### src/rtl/mem_refill_arbiter.sv
// Arbitrates one 128-bit main-memory port between I-cache line refills and MEM-stage data accesses.
// Define MEMARB_STATS_EN to add the ofill_cnt / ostall_cnt statistics outputs.
module mem_refill_arbiter #(
    parameter int unsigned MAX_WAIT = 255,
    parameter int unsigned WAIT_W   = 8
) (
    input  logic         clk,
    input  logic         rstn,
    input  logic         icache_miss,
    input  logic [31:0]  icache_addr,
    input  logic         dmem_req,
    input  logic         dmem_we,
    input  logic [31:0]  dmem_addr,
    input  logic [31:0]  dmem_wdata,
    output logic [31:0]  mem_addr,
    output logic         mem_rd,
    output logic         mem_wr,
    output logic [31:0]  mem_wdata,
    output logic [3:0]   mem_wmask,
    input  logic [127:0] mem_rdata,
    input  logic         mem_ready,
    output logic [127:0] oline,
    output logic         oline_valid,
    output logic [31:0]  odmem_rdata,
    output logic         odmem_done,
    output logic         oupdatepc,
`ifdef MEMARB_STATS_EN
    output logic [31:0]  ofill_cnt,
    output logic [31:0]  ostall_cnt,
`endif
    output logic         oerr
);

    typedef enum logic [2:0] {IDLE, IFILL, DACC, IRESP, DRESP} state_t;
    typedef enum logic {GRANT_INSTR, GRANT_DATA} grant_t;

    localparam logic [WAIT_W-1:0] WAIT_LAST = WAIT_W'(MAX_WAIT - 1);

    state_t            state_q, state_d;
    grant_t            last_grant_q, last_grant_d;
    logic [WAIT_W-1:0] wait_q, wait_d;
    logic [1:0]        word_sel_q, word_sel_d;
    logic              is_store_q, is_store_d;
    logic [31:0]       mem_addr_q, mem_addr_d;
    logic              mem_rd_q, mem_rd_d;
    logic              mem_wr_q, mem_wr_d;
    logic [31:0]       mem_wdata_q, mem_wdata_d;
    logic [3:0]        mem_wmask_q, mem_wmask_d;
    logic [127:0]      oline_q, oline_d;
    logic              oline_valid_q, oline_valid_d;
    logic [31:0]       odmem_rdata_q, odmem_rdata_d;
    logic              odmem_done_q, odmem_done_d;
    logic              oerr_q, oerr_d;

    logic              grant_data;
    logic              timeout;
    logic [31:0]       ready_word;

    // Low address bits are implied by line alignment and word alignment.
    logic unused_addr_bits;
    assign unused_addr_bits = ^{icache_addr[3:0], dmem_addr[1:0]};

    always_comb begin
        ready_word = mem_rdata[31:0];
        case (word_sel_q)
            2'd1:    ready_word = mem_rdata[63:32];
            2'd2:    ready_word = mem_rdata[95:64];
            2'd3:    ready_word = mem_rdata[127:96];
            default: ready_word = mem_rdata[31:0];
        endcase
    end

    always_comb begin
        // NOTE: every _d gets a default before the case, so no path can infer a latch.
        state_d       = state_q;
        last_grant_d  = last_grant_q;
        wait_d        = wait_q;
        word_sel_d    = word_sel_q;
        is_store_d    = is_store_q;
        mem_addr_d    = mem_addr_q;
        mem_rd_d      = mem_rd_q;
        mem_wr_d      = mem_wr_q;
        mem_wdata_d   = mem_wdata_q;
        mem_wmask_d   = mem_wmask_q;
        oline_d       = oline_q;
        oline_valid_d = 1'b0;
        odmem_rdata_d = odmem_rdata_q;
        odmem_done_d  = 1'b0;
        oerr_d        = oerr_q;

        // Data wins a collision unless it was the last requester served.
        grant_data = dmem_req && (!icache_miss || last_grant_q == GRANT_INSTR);
        timeout    = (wait_q == WAIT_LAST);

        case (state_q)
            IDLE: begin
                wait_d = '0;
                if (grant_data) begin
                    state_d      = DACC;
                    last_grant_d = GRANT_DATA;
                    mem_addr_d   = {dmem_addr[31:4], 4'b0000};
                    word_sel_d   = dmem_addr[3:2];
                    is_store_d   = dmem_we;
                    mem_rd_d     = !dmem_we;
                    mem_wr_d     = dmem_we;
                    if (dmem_we) begin
                        mem_wdata_d = dmem_wdata;
                        mem_wmask_d = 4'b0001 << dmem_addr[3:2];
                    end else begin
                        mem_wmask_d = 4'b0000;
                    end
                end else if (icache_miss) begin
                    state_d      = IFILL;
                    last_grant_d = GRANT_INSTR;
                    mem_addr_d   = {icache_addr[31:4], 4'b0000};
                    mem_rd_d     = 1'b1;
                    mem_wr_d     = 1'b0;
                end
            end
            IFILL, DACC: begin
                if (mem_ready || timeout) begin
                    mem_rd_d = 1'b0;
                    mem_wr_d = 1'b0;
                    wait_d   = '0;
                    if (!mem_ready) begin
                        oerr_d = 1'b1;
                    end
                    if (state_q == IFILL) begin
                        state_d       = IRESP;
                        oline_valid_d = 1'b1;
                        oline_d       = mem_ready ? mem_rdata : '0;
                    end else begin
                        state_d      = DRESP;
                        odmem_done_d = 1'b1;
                        if (!mem_ready) begin
                            odmem_rdata_d = '0;
                        end else if (!is_store_q) begin
                            odmem_rdata_d = ready_word;
                        end
                    end
                end else begin
                    wait_d = wait_q + 1'b1;
                end
            end
            IRESP, DRESP: state_d = IDLE;
            default:      state_d = IDLE;
        endcase
    end

    // Fetch may advance only when no refill is pending and any data access is finishing.
    assign oupdatepc = !icache_miss && (state_q == IDLE || state_q == DRESP) &&
                       (!dmem_req || odmem_done_q);

`ifdef MEMARB_STATS_EN
    logic [31:0] fill_cnt_q, fill_cnt_d;
    logic [31:0] stall_cnt_q, stall_cnt_d;

    always_comb begin
        fill_cnt_d  = fill_cnt_q + {31'd0, oline_valid_q};
        stall_cnt_d = stall_cnt_q + {31'd0, (!oupdatepc && icache_miss)};
    end

    assign ofill_cnt  = fill_cnt_q;
    assign ostall_cnt = stall_cnt_q;
`endif

    // NOTE: sequential state uses nonblocking assignments only; reset is sampled on the clock edge.
    always_ff @(posedge clk) begin
        if (!rstn) begin
            state_q       <= IDLE;
            last_grant_q  <= GRANT_INSTR;
            wait_q        <= '0;
            word_sel_q    <= 2'd0;
            is_store_q    <= 1'b0;
            mem_addr_q    <= '0;
            mem_rd_q      <= 1'b0;
            mem_wr_q      <= 1'b0;
            mem_wdata_q   <= '0;
            mem_wmask_q   <= '0;
            oline_q       <= '0;
            oline_valid_q <= 1'b0;
            odmem_rdata_q <= '0;
            odmem_done_q  <= 1'b0;
            oerr_q        <= 1'b0;
`ifdef MEMARB_STATS_EN
            fill_cnt_q    <= '0;
            stall_cnt_q   <= '0;
`endif
        end else begin
            state_q       <= state_d;
            last_grant_q  <= last_grant_d;
            wait_q        <= wait_d;
            word_sel_q    <= word_sel_d;
            is_store_q    <= is_store_d;
            mem_addr_q    <= mem_addr_d;
            mem_rd_q      <= mem_rd_d;
            mem_wr_q      <= mem_wr_d;
            mem_wdata_q   <= mem_wdata_d;
            mem_wmask_q   <= mem_wmask_d;
            oline_q       <= oline_d;
            oline_valid_q <= oline_valid_d;
            odmem_rdata_q <= odmem_rdata_d;
            odmem_done_q  <= odmem_done_d;
            oerr_q        <= oerr_d;
`ifdef MEMARB_STATS_EN
            fill_cnt_q    <= fill_cnt_d;
            stall_cnt_q   <= stall_cnt_d;
`endif
        end
    end

    assign mem_addr    = mem_addr_q;
    assign mem_rd      = mem_rd_q;
    assign mem_wr      = mem_wr_q;
    assign mem_wdata   = mem_wdata_q;
    assign mem_wmask   = mem_wmask_q;
    assign oline       = oline_q;
    assign oline_valid = oline_valid_q;
    assign odmem_rdata = odmem_rdata_q;
    assign odmem_done  = odmem_done_q;
    assign oerr        = oerr_q;

endmodule

### config.mk
export PLATFORM = sky130hd
export DESIGN_NAME = mem_refill_arbiter
export DESIGN_NICKNAME = d
export VERILOG_FILES = /design/src/rtl/mem_refill_arbiter.sv
export SDC_FILE = /design/constraint.sdc
export NUM_CORES = 1
export LEC_CHECK = 0
export CORE_AREA = 2 2 179 181
export DETAILED_ROUTE_END_ITERATION = 10
export DIE_AREA = 0 0 181 183
export GPL_ROUTABILITY_DRIVEN = 0
export PLACE_DENSITY = 0.72
export SETUP_SLACK_MARGIN = 0.5
export SYNTH_ARGS = -nofsm -noshare
export SYNTH_HDL_FRONTEND = slang
export SYNTH_SLANG_ARGS = --single-unit
### constraint.sdc
create_clock -name clk -period 1.6 [get_ports clk]
set_input_delay 0.4 -clock clk [delete_from_list [all_inputs] [get_ports clk]]
set_output_delay 0.4 -clock clk [all_outputs]
set_load 0.02 [all_outputs]
* Yosys cells after proc, flatten, opt, wreduce, memory -nomap -nowiden
Cells that the tools add are included.
** Storage, ports and cells
- Register bits :: 248
- Input bits :: 230
- Output and inout bits :: 234
- Word-level logic and storage cells :: 77
** Cells by class
- $add $sub $neg :: 1
- Eq/ne operators :: 10
- Shifts and indexed selects :: 1
- Mux-type cells :: 24
- Bitwise operators :: 3
- Reduce and logical (&&, ||, !) cells :: 23
** Operator list (count)
- $mux W128 :: 1
- $mux W32 :: 4
- $pmux W32 S3 :: 1
- $pmux W8 S2 :: 1
- $reduce_and A3 Y1 :: 5
- $mux W3 :: 4
- $add A8 B1 Y8 const B :: 1
- $eq A8 B8 Y1 const B :: 1
- $mux W1 :: 8
- $mux W8 :: 1
- $pmux W3 S2 :: 1
- $reduce_and A2 Y1 :: 3
- $eq A2 B2 Y1 const B :: 2
- $logic_or A1 B1 Y1 :: 4
- $mux W4 :: 1
- $ne A2 B2 Y1 const B :: 2
- $pmux W1 S2 :: 2
- $reduce_and A4 Y1 :: 1
- $reduce_bool A2 Y1 :: 2
- $shl A1 B2 Y4 const A :: 1
- $eq A3 B1 Y1 const B :: 1
- $eq A3 B2 Y1 const B :: 1
- $eq A3 B3 Y1 const B :: 1
- $logic_and A1 B1 Y1 :: 3
- 6 further kinds :: 10

* Logic depth before layout (Yosys ltp)
Gate-level depths: netlist of the first run.
- Word-level depth :: 5
- Depth in mapped cells :: 8
- Mapped depth without buffers :: 6

* Worst setup path before layout of the first run
No wires, ideal clock.
- Path type :: reg2out
- Start :: reg odmem_done_q, in the netlist odmem_done
- End :: out oupdatepc
- Data arrival time :: 1.620 ns
- Data required time :: 1.200 ns
- Slack :: -0.420 ns
- Cell stages (with the launch flop) :: 3
- Path buffers :: 0
- Cells stage by stage :: dfxtp_1 inv_1 a2111oi_0
** Between the ends
- Longest elaborated chain between the ends :: 2
** RTL lines
- start: declaration :: RTL line 52 : logic odmem_done_q, odmem_done_d;
- start signal: assignment :: RTL line 203 : odmem_done_q <= odmem_done_d;
- $logic_or A1 B1 Y1 :: RTL line 152 : (!dmem_req || odmem_done_q);
- $logic_and A1 B1 Y1 :: RTL line 151 : assign oupdatepc = !icache_miss && (state_q == IDLE || state_q == DRESP) &&
- end: declaration :: RTL line 26 : output logic oupdatepc,
Every way passes these cells.

* Worst setup path in the final report of the first run
- Start :: reg state_q[1]
- End :: reg oline_q[123], in the netlist oline[123]
** Between the ends
- Longest elaborated chain between the ends :: 3
- Elaborated cells between the ends (all ways) :: 4
- Those cells by class :: 2 x eq/ne; 2 x reduce/logical
** RTL lines
- start: declaration :: RTL line 39 : state_t state_q, state_d;
- start signal: assignment :: RTL line 190 : state_q <= state_d;
- $eq A3 B1 Y1 / $eq A3 B2 Y1 (equally long branches) :: RTL line 95, 128
- $reduce_or A2 Y1 :: RTL line 95 : case (state_q)
- $reduce_and A3 Y1 (no source line) *
- end signal: assignment :: RTL line 200 : oline_q <= oline_d;
- end: declaration :: RTL line 49 : logic [127:0] oline_q, oline_d;
Mark *: on every way between the ends. The rest lies on a longest branch, timed or not.
A chain may end at the register's enable or synchronous reset.

==> results of run 1 <==
## logic make-up after synthesis
family / Yosys count / synth area share
buffers and inverters: 115 / 0.0664
flip-flops: 244 / 0.524
adder cells (fa/ha/maj): 2 / 0.00269
AND/OR/NAND/NOR: 192 / 0.0860
AO/OA/AOI/OAI: 254 / 0.207
multiplexers: 63 / 0.111
other: 1 / 0.000403
XOR/XNOR: 3 / 0.00282
## power by group through the flow
stage	Sequential (W)	Clock (W)	Combinational [W]
2_1_floorplan	0.00870	0	0.00304
3_3_place_gp	0.00767	0	0.00758
3_5_place_dp	0.00771	0	0.00765
5_1_grt	0.00809	0.00766	0.0121
6_report	0.00801	0.00730	0.0116
4_1_cts	0.00795	0.00737	0.00907
## final timing paths
check                    start      endpoint  slack, ns  depth (start not counted)
setup / recovery    state_q[1]    oline[123]      -0.35                          7
hold reg to reg   mem_wmask[0]  mem_wmask[0]       0.46                          2
hold / removal            rstn          oerr       0.29                          3
setup reg to reg    state_q[1]    oline[123]      -0.35                          7
## final cells by class
class / instances / area share
clock inverter: 14 / 0.0126
antenna: 1 / 0.000127
timing repair buffer: 721 / 0.417
inverter: 36 / 0.00683
multi-input combinational: 520 / 0.235
tap: 402 / 0.0254
clock buffer: 40 / 0.0408
sequential: 244 / 0.262
## metal layers
layer / wire length [µm] / share of wire / global-route usage / up-vias
li1: - / - / - / 4575
met1: 16600 / 0.36 / 0.255 / 5070
met2: 23500 / 0.51 / 0.433 / 560
met3: 3950 / 0.086 / 0.0685 / 113
met4: 1860 / 0.040 / 0.0839 / 0
met5: 0 / 0 / 0 / -
## timing repair
action	4_1_cts	5_1_grt
buffers inserted	65	64
pin swaps	17	80
resized for setup	1668	188
gates cloned	21	23
endpoints found under the setup margin	474	474
## sequential cells by signal, indices dropped and copies added, names as in the netlist, 2 cells and up
register	cells
mem_wmask	4
oline	128
mem_addr	28
state_q	3
odmem_rdata	32
wait_q	8
mem_wdata	32
word_sel_q	2
## synth_stat cells, types with 2 or more instances
| cell | instances | area (µm²) |
|---|---|---|
| nor2_1 | 39 | 146 |
| buf_6 | 16 | 180 |
| clkbuf_1 | 22 | 82.6 |
| nor4_1 | 2 | 12.5 |
| a211oi_1 | 29 | 218 |
| nor3_1 | 4 | 20.0 |
| buf_4 | 6 | 45.0 |
| nand3_1 | 10 | 50.1 |
| dfxtp_1 | 244 | 4880 |
| a22o_1 | 128 | 1120 |
| xor2_1 | 2 | 17.5 |
| o211ai_1 | 3 | 22.5 |
| mux4_2 | 32 | 721 |
| a21oi_1 | 42 | 210 |
| o21a_1 | 3 | 22.5 |
| nand3b_1 | 3 | 22.5 |
| nand2_1 | 120 | 450 |
| mux2i_1 | 31 | 310 |
| o21ai_0 | 4 | 20.0 |
| and3_1 | 3 | 18.8 |
| buf_2 | 35 | 175 |
| ha_1 | 2 | 25.0 |
| inv_1 | 35 | 131 |
| or3_1 | 4 | 25.0 |
| a21o_1 | 2 | 15.0 |
| o22ai_1 | 33 | 206 |
## worst max-delay path, delay by kind of cell, from the launching register on
family,cells,cell delay [ns]
compound gates,2,0.46
buf+inv,4,0.60
flops,1,0.36
simple gates,1,0.41
## through the flow
step,utilization,instances
6_report,0.633,1978
5_1_grt,0.633,1978
3_3_place_gp,0.480,1750
2_1_floorplan,-,877
4_1_cts,0.573,1890
3_5_place_dp,0.480,1750
==> impl_results.md, run 1 <==
* Async SR Flop Fraction at 0
* Data required, critical path at 2.04 ns
* Syn avg cell area at 10.7 µm²
* Iter 0 DRT Violations at 535
* Final Max Slew Viols at 0
* Total track usage at 0.234
* Core region area at 31200 µm²
* Register area at 5190 µm²
* Endpoints failing hold at 0
* Most frequent CP cell: buf_6
* Final setup viols at 194
* Clk_skew at 0.0137 ns
* RSZ-0062 raised after global routing: true
* Port Buffer Count at 453
* First-pass GRT wire length at 60.3 mm
* Commonest cells after routing, fill and taps aside: 266 x buf_6, 231 x dfxtp_2, 221 x clkdlybuf4s50_1
* Fmax at 513 MHz
* Via count at 10300
* Initial antenna violation count at 3
* Comb power frac at 0.431
* Netlist cell types at 46
* Filler cells at 2203
* ANT nets after route at 0
* Finished layout cell area at 19800 µm²
* Leakage at 8.33 nW
* Worst-Skew Late Latency at 0.55 ns
* Area of the multi-input gates at 4640 µm²
* Synthesis Warnings at 0
* Sw frac at 0.328
* Clk slew on worst S/H paths at 0.07 ns
* Internal cell power at 0.0181 W
* Clk pwr share at 0.272
* Switching power total at 0.00881 W
* Total power at 0.0269 W
* Max-cap check violation count at 0
* Critical path's slowest cell: or3b_4
* Worst VDD drop at 0.975 mV
* Vias in the first global route at 10200
* Dpl ws at -0.860 ns
* Max-Slew Margin vs Limit at 0.599
* Chip Height at 183 µm
* Total wire length at 46.0 mm
* Fin Setup TNS at -36.44 ns
* Post-layout worst setup margin at -0.349 ns
* Commonest non-fill, non-tap cell in the layout: buf_6
* GRT Residual Overflow at 0
* Final worst path period need at 1.95 ns
* Syn Inst Count at 874
* Register share of total power at 0.298
* Root Buffer: clkbuf_16
* CP cell instances: buf_6 -> or3b_4 -> buf_6 -> o21a_4 -> buf_12 -> clkbuf_16 -> a22o_1
* Area growth, synth to finish at 112%
* Nets at 1784
* FF+latch count, synth at 244
* CP Launch Type: flip-flop
* Die Wd at 181 µm
* Worst-margin pin slew at 0.596 ns
* Num Clock Sinks at 244
* Pre-antenna DRT Iters at 5
* Crit-path max cell delay at 0.41 ns
* Hold-fix buffers, CTS at 0
* Worst EP arrival at 2.39 ns
* Cts bufs inserted at 29
* Post-synth top flop: dfxtp_1
* Row cnt at 65
* CTS tree: built
* Via density at 5.22
* Status: complete, but fails checks
* Worst min path class: in -> reg
* H-Tree Depth at 1
* Fin crit share at 1.22
* Initial Util at 0.298
* Worst hold slack at 0.292 ns
* Failing checks: negative setup slack
* Largest net degree at the start of global routing at 38
* PwrDens at 1360 nW/µm²
* Mapped cell area at 9320 µm²
* Post-route DRC at 0
* CP Capture Type: flip-flop
* Die area at 33100 µm²
* Wire per inst at 23.2 µm
* Post-DP HPWL at 26.0 mm
* Num ports at 464
* Maximum fanout along the worst path at 8
* Placed Area at 15000 µm²
* Share of post-route cells with drive strength above 1 at 0.599
* Post-synthesis sequential area ratio at 0.524
* Post-synth EDFFs at 0
* CTS Buffer Depth at 3
* Setup Crit Path Kind: reg -> reg
No activity file was read; power rests on OpenSTA's default activity.
==> inputs of run 2 (changes only) <==
Settings changed: GPL_TIMING_DRIVEN set to 0.
==> impl_results.md, run 2 (same netlist as run 1, synthesis figures left out) <==
* Failing checks: negative setup slack
* Worst min path class: in -> reg
* Clk_skew at 0.0176 ns (+0.00391 ns)
* Crit-path max cell delay at 0.40 ns (about the same)
* Fin Setup TNS at -43.56 ns (-7.12 ns)
* Post-route DRC at 0 (unchanged)
* Port Buffer Count at 452 (-0.22%)
* CP Capture Type: flip-flop
* Critical path's slowest cell: or3b_4
* Data required, critical path at 2.03 ns (about the same)
* Hold-fix buffers, CTS at 0 (unchanged)
* Post-DP HPWL at 29.8 mm (+15%)
* CTS Buffer Depth at 3 (unchanged)
* H-Tree Depth at 1 (unchanged)
* Wire per inst at 23.5 µm (+1.0%)
* ANT nets after route at 0 (unchanged)
* Total track usage at 0.244 (+0.0103)
* CP cell instances: buf_6 -> or3b_4 -> o21a_4 -> buf_12 -> clkbuf_16 -> buf_8 -> a22o_1
* RSZ-0062 raised after global routing: true
* Area growth, synth to finish at 107%
* Final worst path period need at 1.88 ns (-0.0646 ns)
* First-pass GRT wire length at 61.9 mm (+2.7%)
* Initial Util at 0.298 (unchanged)
* Fmax at 531 MHz (+3.4%)
* Total wire length at 45.5 mm (-1.1%)
* Num Clock Sinks at 244 (unchanged)
* Fin crit share at 1.18 (-0.0404)
* Via density at 5.20 (-0.34%)
* Maximum fanout along the worst path at 5 (-3)
* Share of post-route cells with drive strength above 1 at 0.617 (+0.0186)
* Core region area at 31200 µm² (unchanged)
* Die Wd at 181 µm (unchanged)
* Antenna diodes at 0 (-1)
* Pre-antenna DRT Iters at 4 (-1)
* Setup Crit Path Kind: reg -> reg
* Via count at 10100 (-2.5%)
* Cts bufs inserted at 29 (unchanged)
* Chip Height at 183 µm (unchanged)
* Final setup viols at 234 (+21%)
* Worst-Skew Late Latency at 0.54 ns (about the same)
* Row cnt at 65 (unchanged)
* Dpl ws at -0.771 ns (+0.0884 ns)
* PwrDens at 1380 nW/µm² (+1.5%)
* Nets at 1745 (-2.2%)
* Post-layout worst setup margin at -0.284 ns (+0.0646 ns)
* Commonest non-fill, non-tap cell in the layout: buf_6
* Max-cap check violation count at 0 (unchanged)
* Worst EP arrival at 2.31 ns (-0.08 ns)
* Fin util at 0.618 (-0.0156)
* CTS tree: built
* Initial antenna violation count at 1 (-2)
* Largest net degree at the start of global routing at 14 (-63%)
* Max-Slew Margin vs Limit at 0.439 (-0.159)
* Cells after DPL at 1731 (-1.1%)
* Leakage at 8.08 nW (-3.0%)
* Die area at 33100 µm² (unchanged)
* Non-Filler Instances at 1936 (-2.1%)
* Clk slew on worst S/H paths at 0.07 ns (about the same)
* Iter 0 DRT Violations at 480 (-10%)
* Num ports at 464 (unchanged)
* Endpoints failing hold at 0 (unchanged)
* CP Launch Type: flip-flop
* GRT Residual Overflow at 0 (unchanged)
* Root Buffer: clkbuf_16
* Largest register FFs at 128 (unchanged)
* Status: complete, but fails checks
* Commonest cells after routing, fill and taps aside: 265 x buf_6, 223 x dfxtp_2, 220 x clkdlybuf4s50_1
* Worst-margin pin slew at 0.841 ns (+0.244 ns)
* Worst VDD drop at 0.907 mV (-7.0%)
* Vias in the first global route at 10200 (-0.049%)
* Final Max Slew Viols at 0 (unchanged)
run 2: cell count changes in the layout (fill, tap and decap cells not counted), sizes merged:
cell,delta
o21a,-1
clkbuf,+13
bufinv,-5
diode,-1
buf,-50
clkinv,+3
clkinvlp,-2
clkdlybuf4s50,-1
dlygate4sd2,+1
nand3,+1
run 2: report_power, final:
group / leakage [nW] / switching (W) / internal (W)
Sequential: 2.10 / 0.000739 / 0.00724
Clock: 0.477 / 0.00274 / 0.00394
Combinational: 5.51 / 0.00553 / 0.00643
run 2: worst paths after layout:
path         slack [ns]  cells past startpoint         start           end
max               -0.28                      7    state_q[0]    oline[120]
min                0.36                      4          rstn     wait_q[7]
max reg2reg       -0.28                      7    state_q[0]    oline[120]
min reg2reg        0.46                      2  mem_wmask[0]  mem_wmask[0]
run 2: worst max-delay path: cells and delay by family, from the launching register on:
family,cells,cell delay (ns)
simple gates,1,0.40
buf+inv,4,0.57
compound gates,2,0.47
flops,1,0.32
run 2: routing by layer:
metal / global-route usage / part of all wire / up-vias
li1: - / - / 4477
met1: 0.271 / 0.37 / 5009
met2: 0.450 / 0.52 / 483
met3: 0.0667 / 0.075 / 94
met4: 0.0826 / 0.033 / 2
met5: 0 / 0.00029 / -
run 2: area by class of cell:
class	instances	area, µm²
Inverter	36	138
Clock buffer	42	875
Clock inverter	10	90.1
Fill cell	2331	11900
Timing Repair Buffer	603	6660
Sequential cell	244	5220
Multi-Input combinational cell	520	4860
Tap cell	402	503
Buffer	79	948
run 2: repair_timing:
action                                 in CTS  in global routing
setup endpoints to repair                 474                474
setup buffers                              75                 47
resized for setup                        1767                241
endpoints found under the hold margin       0                  0
gates cloned                               23                  8
pin swaps                                  51                 92
run 2: per-stage QoR:
stage | instance area (µm²) | hold WS, ns | total power, W
3_5_place_dp | 14500 | 0.446 | 0.0152
3_3_place_gp | 14500 | 0.441 | 0.0151
2_1_floorplan | 9500 | 0.451 | 0.0117
6_report | 19300 | 0.357 | 0.0266
4_1_cts | 17800 | 0.350 | 0.0244
5_1_grt | 19300 | 0.357 | 0.0276
